--- src/rtl/ngy_alu_pkg.sv ---
// Shared ALU control codes and default widths for the ALU sharing logic.
package ngy_alu_pkg;

   localparam int DATA_W_DEF = 32;
   localparam int CTRL_W_DEF = 4;
   localparam int CNT_W_DEF  = 16;

   localparam logic [3:0] ALU_AND       = 4'd0;
   localparam logic [3:0] ALU_OR        = 4'd1;
   localparam logic [3:0] ALU_ADD       = 4'd2;
   localparam logic [3:0] ALU_SUB       = 4'd6;
   localparam logic [3:0] ALU_IDLE_CTRL = ALU_ADD;

   typedef enum logic {
      OWN_0 = 1'b0,
      OWN_1 = 1'b1
   } owner_e;

endpackage

--- src/rtl/rr_arb2.sv ---
// Two-way round-robin picker; ptr names the requester that wins a tie.
module rr_arb2 (
   input  logic [1:0] elig,
   input  logic       ptr,
   output logic [1:0] grant,
   output logic       ptr_nxt
);

   always_comb begin
      grant   = 2'b00;
      ptr_nxt = ptr;
      case (elig)
         2'b01: begin
            grant   = 2'b01;
            ptr_nxt = 1'b1;
         end
         2'b10: begin
            grant   = 2'b10;
            ptr_nxt = 1'b0;
         end
         2'b11: begin
            grant   = ptr ? 2'b10 : 2'b01;
            ptr_nxt = ~ptr;
         end
         default: ;
      endcase
   end

endmodule

--- src/rtl/alu_share_arbiter.sv ---
// Shares one external combinational ALU between two valid/ready requesters:
// round-robin accept, registered ALU operands, result captured one cycle later.
import ngy_alu_pkg::*;

module alu_share_arbiter #(
   parameter int DATA_W = DATA_W_DEF,
   parameter int CTRL_W = CTRL_W_DEF,
   parameter int CNT_W  = CNT_W_DEF
) (
   input  logic              clk_74a,
   input  logic              reset_n,
   input  logic              req0_valid,
   output logic              req0_ready,
   input  logic [DATA_W-1:0] req0_a,
   input  logic [DATA_W-1:0] req0_b,
   input  logic [CTRL_W-1:0] req0_ctrl,
   input  logic              req1_valid,
   output logic              req1_ready,
   input  logic [DATA_W-1:0] req1_a,
   input  logic [DATA_W-1:0] req1_b,
   input  logic [CTRL_W-1:0] req1_ctrl,
   output logic              rsp0_valid,
   input  logic              rsp0_ready,
   output logic [DATA_W-1:0] rsp0_result,
   output logic              rsp0_zero,
   output logic              rsp1_valid,
   input  logic              rsp1_ready,
   output logic [DATA_W-1:0] rsp1_result,
   output logic              rsp1_zero,
   output logic [DATA_W-1:0] alu_a,
   output logic [DATA_W-1:0] alu_b,
   output logic [CTRL_W-1:0] alu_control,
   input  logic [DATA_W-1:0] alu_out,
   input  logic              alu_zero,
   output logic [CNT_W-1:0]  done0_cnt,
   output logic [CNT_W-1:0]  done1_cnt,
   output logic              busy
);

   logic [1:0]              w_elig;
   logic [1:0]              w_grant;
   logic [1:0]              w_iss_mask;
   logic [1:0]              w_rsp_ack;
   logic                    w_ptr_nxt;

   logic                    r_ptr;
   logic                    r_iss_vld;
   owner_e                  r_iss_own;
   logic [DATA_W-1:0]       r_alu_a;
   logic [DATA_W-1:0]       r_alu_b;
   logic [CTRL_W-1:0]       r_alu_ctrl;
   logic [1:0]              r_rsp_vld;
   logic [1:0][DATA_W-1:0]  r_rsp_res;
   logic [1:0]              r_rsp_zero;
   logic [1:0][CNT_W-1:0]   r_cnt;

   // A requester stays ineligible while its op is in issue or its result is held,
   // so a consume only frees it on the following cycle.
   assign w_iss_mask = !r_iss_vld ? 2'b00 : ((r_iss_own == OWN_1) ? 2'b10 : 2'b01);
   assign w_elig     = {req1_valid, req0_valid} & ~r_rsp_vld & ~w_iss_mask;
   assign w_rsp_ack  = r_rsp_vld & {rsp1_ready, rsp0_ready};

   rr_arb2 u_arb (
      .elig    (w_elig),
      .ptr     (r_ptr),
      .grant   (w_grant),
      .ptr_nxt (w_ptr_nxt)
   );

   assign req0_ready = w_grant[0] & reset_n;
   assign req1_ready = w_grant[1] & reset_n;

   always_ff @(posedge clk_74a or negedge reset_n) begin
      if (!reset_n) begin
         r_ptr      <= 1'b0;
         r_iss_vld  <= 1'b0;
         r_iss_own  <= OWN_0;
         r_alu_a    <= '0;
         r_alu_b    <= '0;
         r_alu_ctrl <= CTRL_W'(ALU_IDLE_CTRL);
      end else begin
         r_ptr     <= w_ptr_nxt;
         r_iss_vld <= |w_grant;
         if (w_grant[1]) begin
            r_iss_own  <= OWN_1;
            r_alu_a    <= req1_a;
            r_alu_b    <= req1_b;
            r_alu_ctrl <= req1_ctrl;
         end else if (w_grant[0]) begin
            r_iss_own  <= OWN_0;
            r_alu_a    <= req0_a;
            r_alu_b    <= req0_b;
            r_alu_ctrl <= req0_ctrl;
         end else begin
            r_iss_own  <= OWN_0;
            r_alu_a    <= '0;
            r_alu_b    <= '0;
            r_alu_ctrl <= CTRL_W'(ALU_IDLE_CTRL);
         end
      end
   end

   // Capture and consume never collide for the same requester: eligibility
   // guarantees its held result was gone before the op was accepted.
   always_ff @(posedge clk_74a or negedge reset_n) begin
      if (!reset_n) begin
         r_rsp_vld  <= '0;
         r_rsp_res  <= '0;
         r_rsp_zero <= '0;
         r_cnt      <= '0;
      end else begin
         for (int k = 0; k < 2; k++) begin
            if (w_rsp_ack[k]) begin
               r_rsp_vld[k] <= 1'b0;
               r_cnt[k]     <= r_cnt[k] + CNT_W'(1);
            end
            if (w_iss_mask[k]) begin
               r_rsp_vld[k]  <= 1'b1;
               r_rsp_res[k]  <= alu_out;
               r_rsp_zero[k] <= alu_zero;
            end
         end
      end
   end

   assign alu_a       = r_alu_a;
   assign alu_b       = r_alu_b;
   assign alu_control = r_alu_ctrl;
   assign rsp0_valid  = r_rsp_vld[0];
   assign rsp1_valid  = r_rsp_vld[1];
   assign rsp0_result = r_rsp_res[0];
   assign rsp1_result = r_rsp_res[1];
   assign rsp0_zero   = r_rsp_zero[0];
   assign rsp1_zero   = r_rsp_zero[1];
   assign done0_cnt   = r_cnt[0];
   assign done1_cnt   = r_cnt[1];
   assign busy        = r_iss_vld | (|r_rsp_vld);

endmodule

--- config.mk ---
export PLATFORM = sky130hd
export DESIGN_NAME = alu_share_arbiter
export DESIGN_NICKNAME = d
export VERILOG_FILES = /design/src/rtl/ngy_alu_pkg.sv /design/src/rtl/rr_arb2.sv /design/src/rtl/alu_share_arbiter.sv
export SDC_FILE = /design/constraint.sdc
export NUM_CORES = 1
export LEC_CHECK = 0
export CAP_MARGIN = 15
export CORE_AREA = 2 2 134 136
export DETAILED_ROUTE_END_ITERATION = 10
export DIE_AREA = 0 0 136 138
export PLACE_DENSITY = 0.86
export SLEW_MARGIN = 25
export SYNTH_ARGS = -nofsm -noshare
export SYNTH_HDL_FRONTEND = slang
export SYNTH_SLANG_ARGS = --single-unit
--- constraint.sdc ---
create_clock -name clk_74a -period 6.6 [get_ports clk_74a]
set_input_delay 1.98 -clock clk_74a [delete_from_list [all_inputs] [get_ports clk_74a]]
set_output_delay 1.98 -clock clk_74a [all_outputs]
set_load 0.01 [all_outputs]
# Yosys cells after proc, flatten, opt, wreduce, memory -nomap -nowiden
# Index checks and enable logic that the tools add are counted.
dict set report totals {
  reg_bits 171
  in_bits 175
  wordCells 49
}
dict set report op_classes {
  addsub 2
  eq_ne 3
  muxes 16
  bitwise 9
  reduce_logical 5
}
# op count
set ops {}
lappend ops {{two-way mux 32 bit} 4}
lappend ops {{adder 16 x 1 -> 16 bit (second input constant)} 2}
lappend ops {{two-way mux 4 bit} 2}
lappend ops {{bitwise AND 2 bit} 3}
lappend ops {{two-way mux 2 bit} 3}
lappend ops {{case mux 2 bit (3 select lines)} 1}
lappend ops {{two-way mux 1 bit} 5}
lappend ops {{equality test 2 bit (second input constant)} 2}
lappend ops {{NOT 2 bit} 2}
lappend ops {{nonzero test 2 bit} 2}
lappend ops {{OR reduction 2 bit} 2}
lappend ops {{case mux 1 bit (3 select lines)} 1}
lappend ops {{nonzero test 3 bit} 1}
lappend ops {{bitwise AND 1 bit} 2}
lappend ops {{equality test 2 x 1 -> 1 bit (second input constant)} 1}
lappend ops {{NOT 1 bit} 1}
lappend ops {{OR 1 bit} 1}

# Logic depth before layout (Yosys ltp)
# Gate-level depths: netlist of run 1.
dict set report logic_depth {
  ltp_word 8
  depth_mapped 7
}

# Cells and area by module
# A second synthesis of run 1 with hierarchy kept.
dict set report hier_totals {
  cells_unflattened 432
  area_unflattened_um2 6451.2
}
# mod n_inst cells_per_inst area_each_um2
set by_module_without_submodules {}
lappend by_module_without_submodules {alu_share_arbiter 1 427 6422.4}
lappend by_module_without_submodules {rr_arb2 1 5 28.8}

# Worst setup path before layout of run 1
# Ideal clock, no wire load.
dict set report synth_path {
  kind {input-to-output}
  start {in req0_valid}
  end {out req0_ready}
  arrival_ns 3.040
  required_ns 4.620
  setup_slack_ns 1.580
  cell_stages 5
  n_path_buf 2
  cell_sequence {or3b_1 -> a41oi_2 -> buf_6 -> buf_6 -> and2_1}
}
dict set report synth_between {
  elab_chain_cells 5
  elab_cells_between_ends 7
  classes_between {3 x eq/ne; 1 x mux; 3 x bitwise}
}
# item line_no
set synth_lines {}
lappend synth_lines {{start, declared} alu_share_arbiter.sv:12} ;# input logic req0_valid,
lappend synth_lines {{bitwise AND 2 bit (*) (2 in series)} alu_share_arbiter.sv:60} ;# assign w_elig = {req1_valid, req0_valid} & ~r_rsp_vld & ~w_iss_mask;
lappend synth_lines {{equality test 2 bit or equality test 2 x 1 -> 1 bit (tied branches)} rr_arb2.sv:12} ;# case (elig)
lappend synth_lines {{case mux 2 bit (3 select lines) (*)} rr_arb2.sv:12}
lappend synth_lines {{bitwise AND 1 bit (*)} alu_share_arbiter.sv:70} ;# assign req0_ready = w_grant[0] & reset_n;
lappend synth_lines {{end, declared} alu_share_arbiter.sv:13} ;# output logic req0_ready,
# Mark *: on every way between the ends. The rest lies on a longest branch, timed or not.

# Final worst setup path of run 1
# Ends and elaborated chain as after synthesis.

==> key figures, run 1 <==
Setup path
  – Logic depth of the worst setup path including buffers: 5
  – Worst R2R Setup Slack: 4.02 ns
  – Critical-path cell list: clkdlybuf4s50_1 > or3b_1 > a41oi_4 > and2_1 > clkdlybuf4s50_1
  – Startpoint types: input pin
  – Capturing instance or port of the critical path: req0_ready
  – Critical path required time: 4.62 ns
  – Critical path type: input pin to primary output
  – Reg-to-reg critical path startpoint: r_iss_own
  – Most numerous cell on the critical path: clkdlybuf4s50_1
  – Critical path's top delay family: buffers and inverters
  – Data arrival time of the worst path: 3.78 ns
  – Buffers & Inverters on Critical Path: 2
  – Worst-path maximum fanout: 2
  – Slowest cell on crit path: clkdlybuf4s50_1
  – Crit path largest cell delay: 0.58 ns
  – Critical path origin: req0_valid
  – Worst reg-to-reg path cell count: 6
  – End of the worst register-to-register path: alu_b[18]
  – Endpoint class of the critical path: primary output

Floorplanning
  – Area of the core: 17500 sq um
  – Number of placement rows: 49
  – IO Pins: 346
  – Starting utilization of the core area: 36.4%
  – Total Die Area: 18800 sq um
  – Die extent in x: 136 microns
  – Die Y-Extent: 138 microns

Power
  – Peak ir drop on the vdd network: 222 uV
  – Power dissipated by switching net loads: 1410 uW
  – Combinational share of power: 42.5%
  – Power Internal: 3160 uW
  – Portion of total power attributed to the clock network: 20.8%
  – Leakage: 0.00454 uW
  – Relative contribution of sequential cells to total power: 36.7%
  – Switching part of the total power: 30.8%
  – Cell Pwr Density: 428 nW/um^2

Synthesis
  – Post-synthesis sequential area ratio: 67.0%
  – Number of storage elements in the synthesis netlist: 171
  – Cell area after synthesis: 6390 sq um
  – Avg Synthesized Cell Area: 14.9 sq um
  – Library cells used by synthesis: 28
  – Net count after synthesis: 607
  – Gate Count Post-Synth: 430
  – Warnings, synthesis: 0

Run status
  – Status: completed

Layout
  – Fill cell total of the finished layout: 1418
  – Final Non-Filler Cells: 1021
  – Ratio of cells with drive above 1 in the final layout: 13.9%
  – P&R area growth vs syn: 66.8%
  – Fin nets: 956
  – Core occupancy in the finished layout: 60.8%
  – Antenna Diode Count: 0
  – Post-route cell area: 10700 sq um

Placed design
  – Post-placement cell area: 10100 sq um
  – Port-buffer cells: 345
  – Detailed-placement wirelength estimate: 14600 microns
  – Post-Place Cells: 989
  – Gpl congestion: 0.811

STA
  – Clock skew: 0.00906 ns
  – Hold violation total from the final report: 0
  – Max-slew headroom: 47.8%
  – Final cycle utilization of the critical path: 87.3%
  – Max Fclk: 0.174 GHz
  – Final-report setup violation count: 0
  – Unrepaired setup endpoints after global routing: no
  – Minimum period implied by the final worst setup slack: 5.76 ns
  – Fin. max-slew vios: 0
  – Slew at the pin closest to its max-slew limit: 0.783 ns
  – Fin Setup TNS: 0 ns

Global route
  – All-Layer GR Usage: 21.2%
  – Remaining global-route overflow: 0
  – Antenna violations before repair: 0
  – Wire length of the first global-routing pass: 29700 microns
  – Vias in the first global route: 5146
  – Maximum number of pins on one net before global-route repair: 70

Drt
  – Detailed-route via count: 4893
  – First drt pass iteration count: 4
  – Total detailed-routing wirelength: 19600 microns
  – Via density: 4.79
  – Post-detailed-route count of antenna-violating nets: 0
  – Number of design-rule violations left by the first detailed-router iteration: 188
  – Remaining design rule violation count: 0
  – Detailed-route wire length per cell: 19.1 microns

Clock network
  – Post-CTS resize count: 0
  – Number of sinks driven by the clock tree: 171
  – Clock transition at path regs: 0.06 ns
  – Cts-stage hold buffer count: 0
  – Clock latency of the later-clocked register in the worst-skew pair: 0.42 ns
  – Clock Path Buffers: 2
  – Number of levels the H-tree was split into: 4
  – Clock Tree Root: clkbuf_16
  – CTS tree: done
  – Number of post-CTS setup repair buffers: 0
  – Number of buffers inserted during clock tree synthesis: 17

Min path
  – Worst Hold Launch: done0_cnt[15]
  – Hold crit path type: flop to flop

Run
  – Max-cap check violation count: 0
[cell families (layout without fill, tap and decap cells)]
group,after synthesis,after routing,share of synthesized area (%)
xor+xnor,30,30,4.11
flops,171,171,67.0
mux,68,68,12.0
buf+inv,28,390,2.00
compound gates,72,72,9.87
fa+ha+maj,2,2,0.392
simple gates,59,59,4.64
[layout make-up]
type | instances | area [sq um] | share of cell area (%)
clock buffer | 19 | 443 | 4.16
sequential | 171 | 4280 | 40.2
inverter | 7 | 26.3 | 0.247
clock inverter | 13 | 115 | 1.08
timing repair buffer | 351 | 3500 | 32.8
multi-input combinational | 231 | 2010 | 18.8
tap | 229 | 287 | 2.69
[state kept, by name (all words and copies together) (netlist names)]
register	flops
alu_a	32
alu_b	32
rsp0_result	32
rsp1_result	32
done0_cnt	16
done1_cnt	16
alu_control	4
r_rsp_vld	2
r_rsp_zero	2
r_iss_own	1
r_iss_vld	1
r_ptr	1
[power groups by stage]
stage               sequential [uW]  combinational, uW  clock [uW]
detailed placement             1690               1970           0
global placement               1680               1920           0
CTS                            1680               1970         972
global route                   1730               2060        1020
floorplan                      1860                644           0
finish                         1670               1940         951
[layer usage]
metal,up-vias,global-route usage (%),wire length [microns]
li1,2259,-,-
met1,2396,24.2,7170
met2,218,36.4,10200
met3,20,8.07,1880
met4,0,6.69,342
met5,-,0,0
[worst reg2reg max path: stages, from the launching register on]
cell     delay (ns)
dfrtp_1        0.40
nand2_1        0.38
buf_4          0.45
nand3_1        0.23
nor2_4         0.15
buf_4          0.56
a22o_1         0.34
[how the worst min path moves through the flow]
| stage | cells past startpoint | to | slack [ns] |
|---|---|---|---|
| floorplan | 1 | r_ptr | 0.49 |
| global placement | 1 | done0_cnt[15] | 0.46 |
| detailed placement | 1 | done0_cnt[15] | 0.46 |
| CTS | 1 | done0_cnt[15] | 0.48 |
| global route | 1 | done1_cnt[15] | 0.50 |
| finish | 1 | done0_cnt[15] | 0.47 |
[cells in the mapped netlist]
master	instances	area [sq um]
a21o_1	2	15.0
a22o_1	67	587
a22oi_1	1	7.51
a41oi_2	1	16.3
and2_1	2	12.5
and3_1	6	37.5
buf_1	3	11.3
buf_2	6	30.0
buf_6	2	22.5
clkbuf_1	10	37.5
dfrtp_1	170	4250
dfstp_2	1	26.3
ha_1	2	25.0
inv_1	7	26.3
mux2_2	68	766
nand2_1	11	41.3
nand3_1	16	80.1
nand4_1	6	37.5
nor2_1	11	41.3
nor2b_1	1	6.26
nor3_1	2	10.0
nor4_1	1	6.26
nor4b_1	1	8.76
o21ai_0	1	5.00
or3_1	1	6.26
or3b_1	1	8.76
xnor2_1	24	210
xor2_1	6	52.6
[layout by cell type (no fill, tap or decap), types with 2 or more instances in the layout]
cell	Yosys	final
a21o_1	2	2
a22o_1	67	67
and2_1	2	2
and3_1	6	6
buf_4	0	6
clkbuf_16	0	17
clkdlybuf4s50_1	0	344
clkinv_2	0	5
clkinvlp_4	0	3
dfrtp_1	170	170
ha_1	2	2
inv_1	7	7
inv_6	0	3
mux2_2	68	68
nand2_1	11	11
nand3_1	16	16
nand4_1	6	6
nor2_1	11	10
nor3_1	2	2
xnor2_1	24	24
xor2_1	6	6
[metrics by stage]
step	total power, uW	setup WS (ns)	hold slack [ns]
6_report	4560	0.838	0.471
5_1_grt	4810	0.746	0.501
3_5_place_dp	3650	0.803	0.463
4_1_cts	4620	0.791	0.475
3_3_place_gp	3600	0.796	0.460
2_1_floorplan	2500	1.58	0.491
Note: power is estimated with default switching activity, not from simulation.
==> run 2, diff against run 1 <==
Settings changed: GPL_TIMING_DRIVEN set to 0.
==> key figures, run 2 (synthesized netlist as in run 1, its figures left out) <==
STA
  – Minimum period implied by the final worst setup slack: 6.38 ns
  – Hold violation total from the final report: 0
  – Max Fclk: 0.157 GHz
  – Fin Setup TNS: 0 ns
  – Final cycle utilization of the critical path: 96.6%
  – Fin. max-slew vios: 0
  – Max-slew headroom: 58.5%
  – Slew at the pin closest to its max-slew limit: 0.622 ns
  – Worst hold slack: 0.473 ns
  – Final-report setup violation count: 0
  – Minimum setup slack in the final design: 0.224 ns
  – Clock skew: 0.0110 ns
  – Unrepaired setup endpoints after global routing: no

Min path
  – Hold crit path type: flop to flop

Floorplanning
  – Starting utilization of the core area: 36.4%
  – Die extent in x: 136 microns
  – Die Y-Extent: 138 microns
  – Total Die Area: 18800 sq um
  – IO Pins: 346
  – Number of placement rows: 49
  – Area of the core: 17500 sq um

Layout
  – Leading cell type in the layout, fill and taps excluded: clkdlybuf4s50_1
  – P&R area growth vs syn: 68.4%
  – Commonest non-fill, non-tap cells in the layout: clkdlybuf4s50_1, dfrtp_1, mux2_2
  – Ratio of cells with drive above 1 in the final layout: 14.1%
  – Register cell area after layout: 4280 sq um
  – Core occupancy in the finished layout: 61.4%
  – Fill cell total of the finished layout: 1366
  – Fin nets: 972
  – Multi-input gate area in the final layout: 1980 sq um

Setup path
  – Reg-to-reg critical path startpoint: r_iss_vld
  – Crit path largest cell delay: 0.53 ns
  – Critical-path cell list: clkdlybuf4s50_1 > or3b_1 > a41oi_2 > buf_6 > buf_6 > and2_1 > clkdlybuf4s50_1
  – Endpoint class of the critical path: primary output
  – Startpoint types: input pin
  – Data arrival time of the worst path: 4.40 ns
  – Critical path required time: 4.62 ns
  – Critical path origin: req0_valid
  – Worst reg-to-reg path cell count: 5
  – Slowest cell on crit path: clkdlybuf4s50_1
  – Capturing instance or port of the critical path: req0_ready
  – Worst R2R Setup Slack: 4.34 ns
  – Critical path type: input pin to primary output
  – Worst-path maximum fanout: 10
  – End of the worst register-to-register path: alu_control[0]

Global route
  – Wire length of the first global-routing pass: 30900 microns
  – All-Layer GR Usage: 21.9%
  – Antenna violations before repair: 2
  – Vias in the first global route: 5518
  – Remaining global-route overflow: 0
  – Maximum number of pins on one net before global-route repair: 96

Clock network
  – Number of sinks driven by the clock tree: 171
  – Number of buffers inserted during clock tree synthesis: 17
  – Number of levels the H-tree was split into: 4
  – Clock transition at path regs: 0.06 ns
  – Number of post-CTS setup repair buffers: 0
  – Clock latency of the later-clocked register in the worst-skew pair: 0.43 ns
  – CTS tree: done
  – Clock Path Buffers: 2
  – Clock Tree Root: clkbuf_16

Power
  – Peak ir drop on the vdd network: 225 uV
  – Cell Pwr Density: 433 nW/um^2
  – Leakage: 0.00460 uW

Placed design
  – Gpl congestion: 0.890
  – Pre-CTS WS: -0.146 ns
  – Port-buffer cells: 345
  – Detailed-placement wirelength estimate: 15200 microns

Drt
  – Remaining design rule violation count: 0
  – Post-detailed-route count of antenna-violating nets: 0
  – First drt pass iteration count: 4
  – Total detailed-routing wirelength: 20100 microns
  – Via density: 4.87
  – Number of design-rule violations left by the first detailed-router iteration: 203
  – Detailed-route via count: 5057
  – Detailed-route wire length per cell: 19.3 microns

Run status
  – Status: completed

Run
  – Max-cap check violation count: 0
## run 2: changes by cell type in the layout (fill, tap and decap cells not counted), moves of 2 or more
cell,delta
clkbuf_1,+8
buf_1,+3
clkinv_2,-2
clkinv_4,+4
diode_2,+2
buf_2,+6
buf_4,-6
clkinvlp_4,-2
## run 2: worst min-delay path by stage
stage | slack [ns] | to | cells after the start | start
after floorplan | 0.49 | r_ptr | 1 | r_ptr
after global placement | 0.46 | done1_cnt[15] | 1 | done1_cnt[15]
after detailed placement | 0.46 | done1_cnt[15] | 1 | done1_cnt[15]
after CTS | 0.47 | done1_cnt[15] | 1 | done1_cnt[15]
after global routing | 0.51 | done1_cnt[15] | 1 | done1_cnt[15]
final | 0.47 | done1_cnt[15] | 1 | done1_cnt[15]
## run 2: report_power, final
group          total (uW)  switching, uW  internal, uW
clock                1000            436           565
combinational        1990            804          1180
sequential           1670            210          1460
## run 2: metal layers
layer	GRT usage, %	routed length, microns	vias up
met2	37.4	10300	223
met1	23.6	7180	2514
met5	0	0	-
met3	9.42	2060	34
met4	8.77	536	0
li1	-	-	2286
## run 2: worst max-delay path: cells and delay by family
family | cells | cell delay [ns]
compound gates | 1 | 0.47
buf+inv | 4 | 1.40
simple gates | 2 | 0.53
## run 2: cell type report
class | instances | share of cell area, %
flip-flops and latches | 171 | 39.8
repair buffers | 346 | 32.4
multi-input cells | 231 | 18.4
clock buffers | 17 | 3.95
well taps | 229 | 2.66
clock inverters | 15 | 1.52
plain buffers | 21 | 0.954
inverters | 7 | 0.244
diodes | 2 | 0.0465
## run 2: repair_timing
action	4_1_cts	5_1_grt
pin swaps	0	0
hold buffers	0	0
gates resized for setup	1	2
endpoints found under the hold margin	0	0
endpoints found under the setup margin	1	1
## run 2: stage by stage
stage          area, sq um  power, uW  instances
2_1_floorplan         6390       2500        430
3_3_place_gp         10100       3630       1004
3_5_place_dp         10200       3680       1005
4_1_cts              10800       4700       1037
5_1_grt              10800       4900       1039
6_report             10800       4650       1039
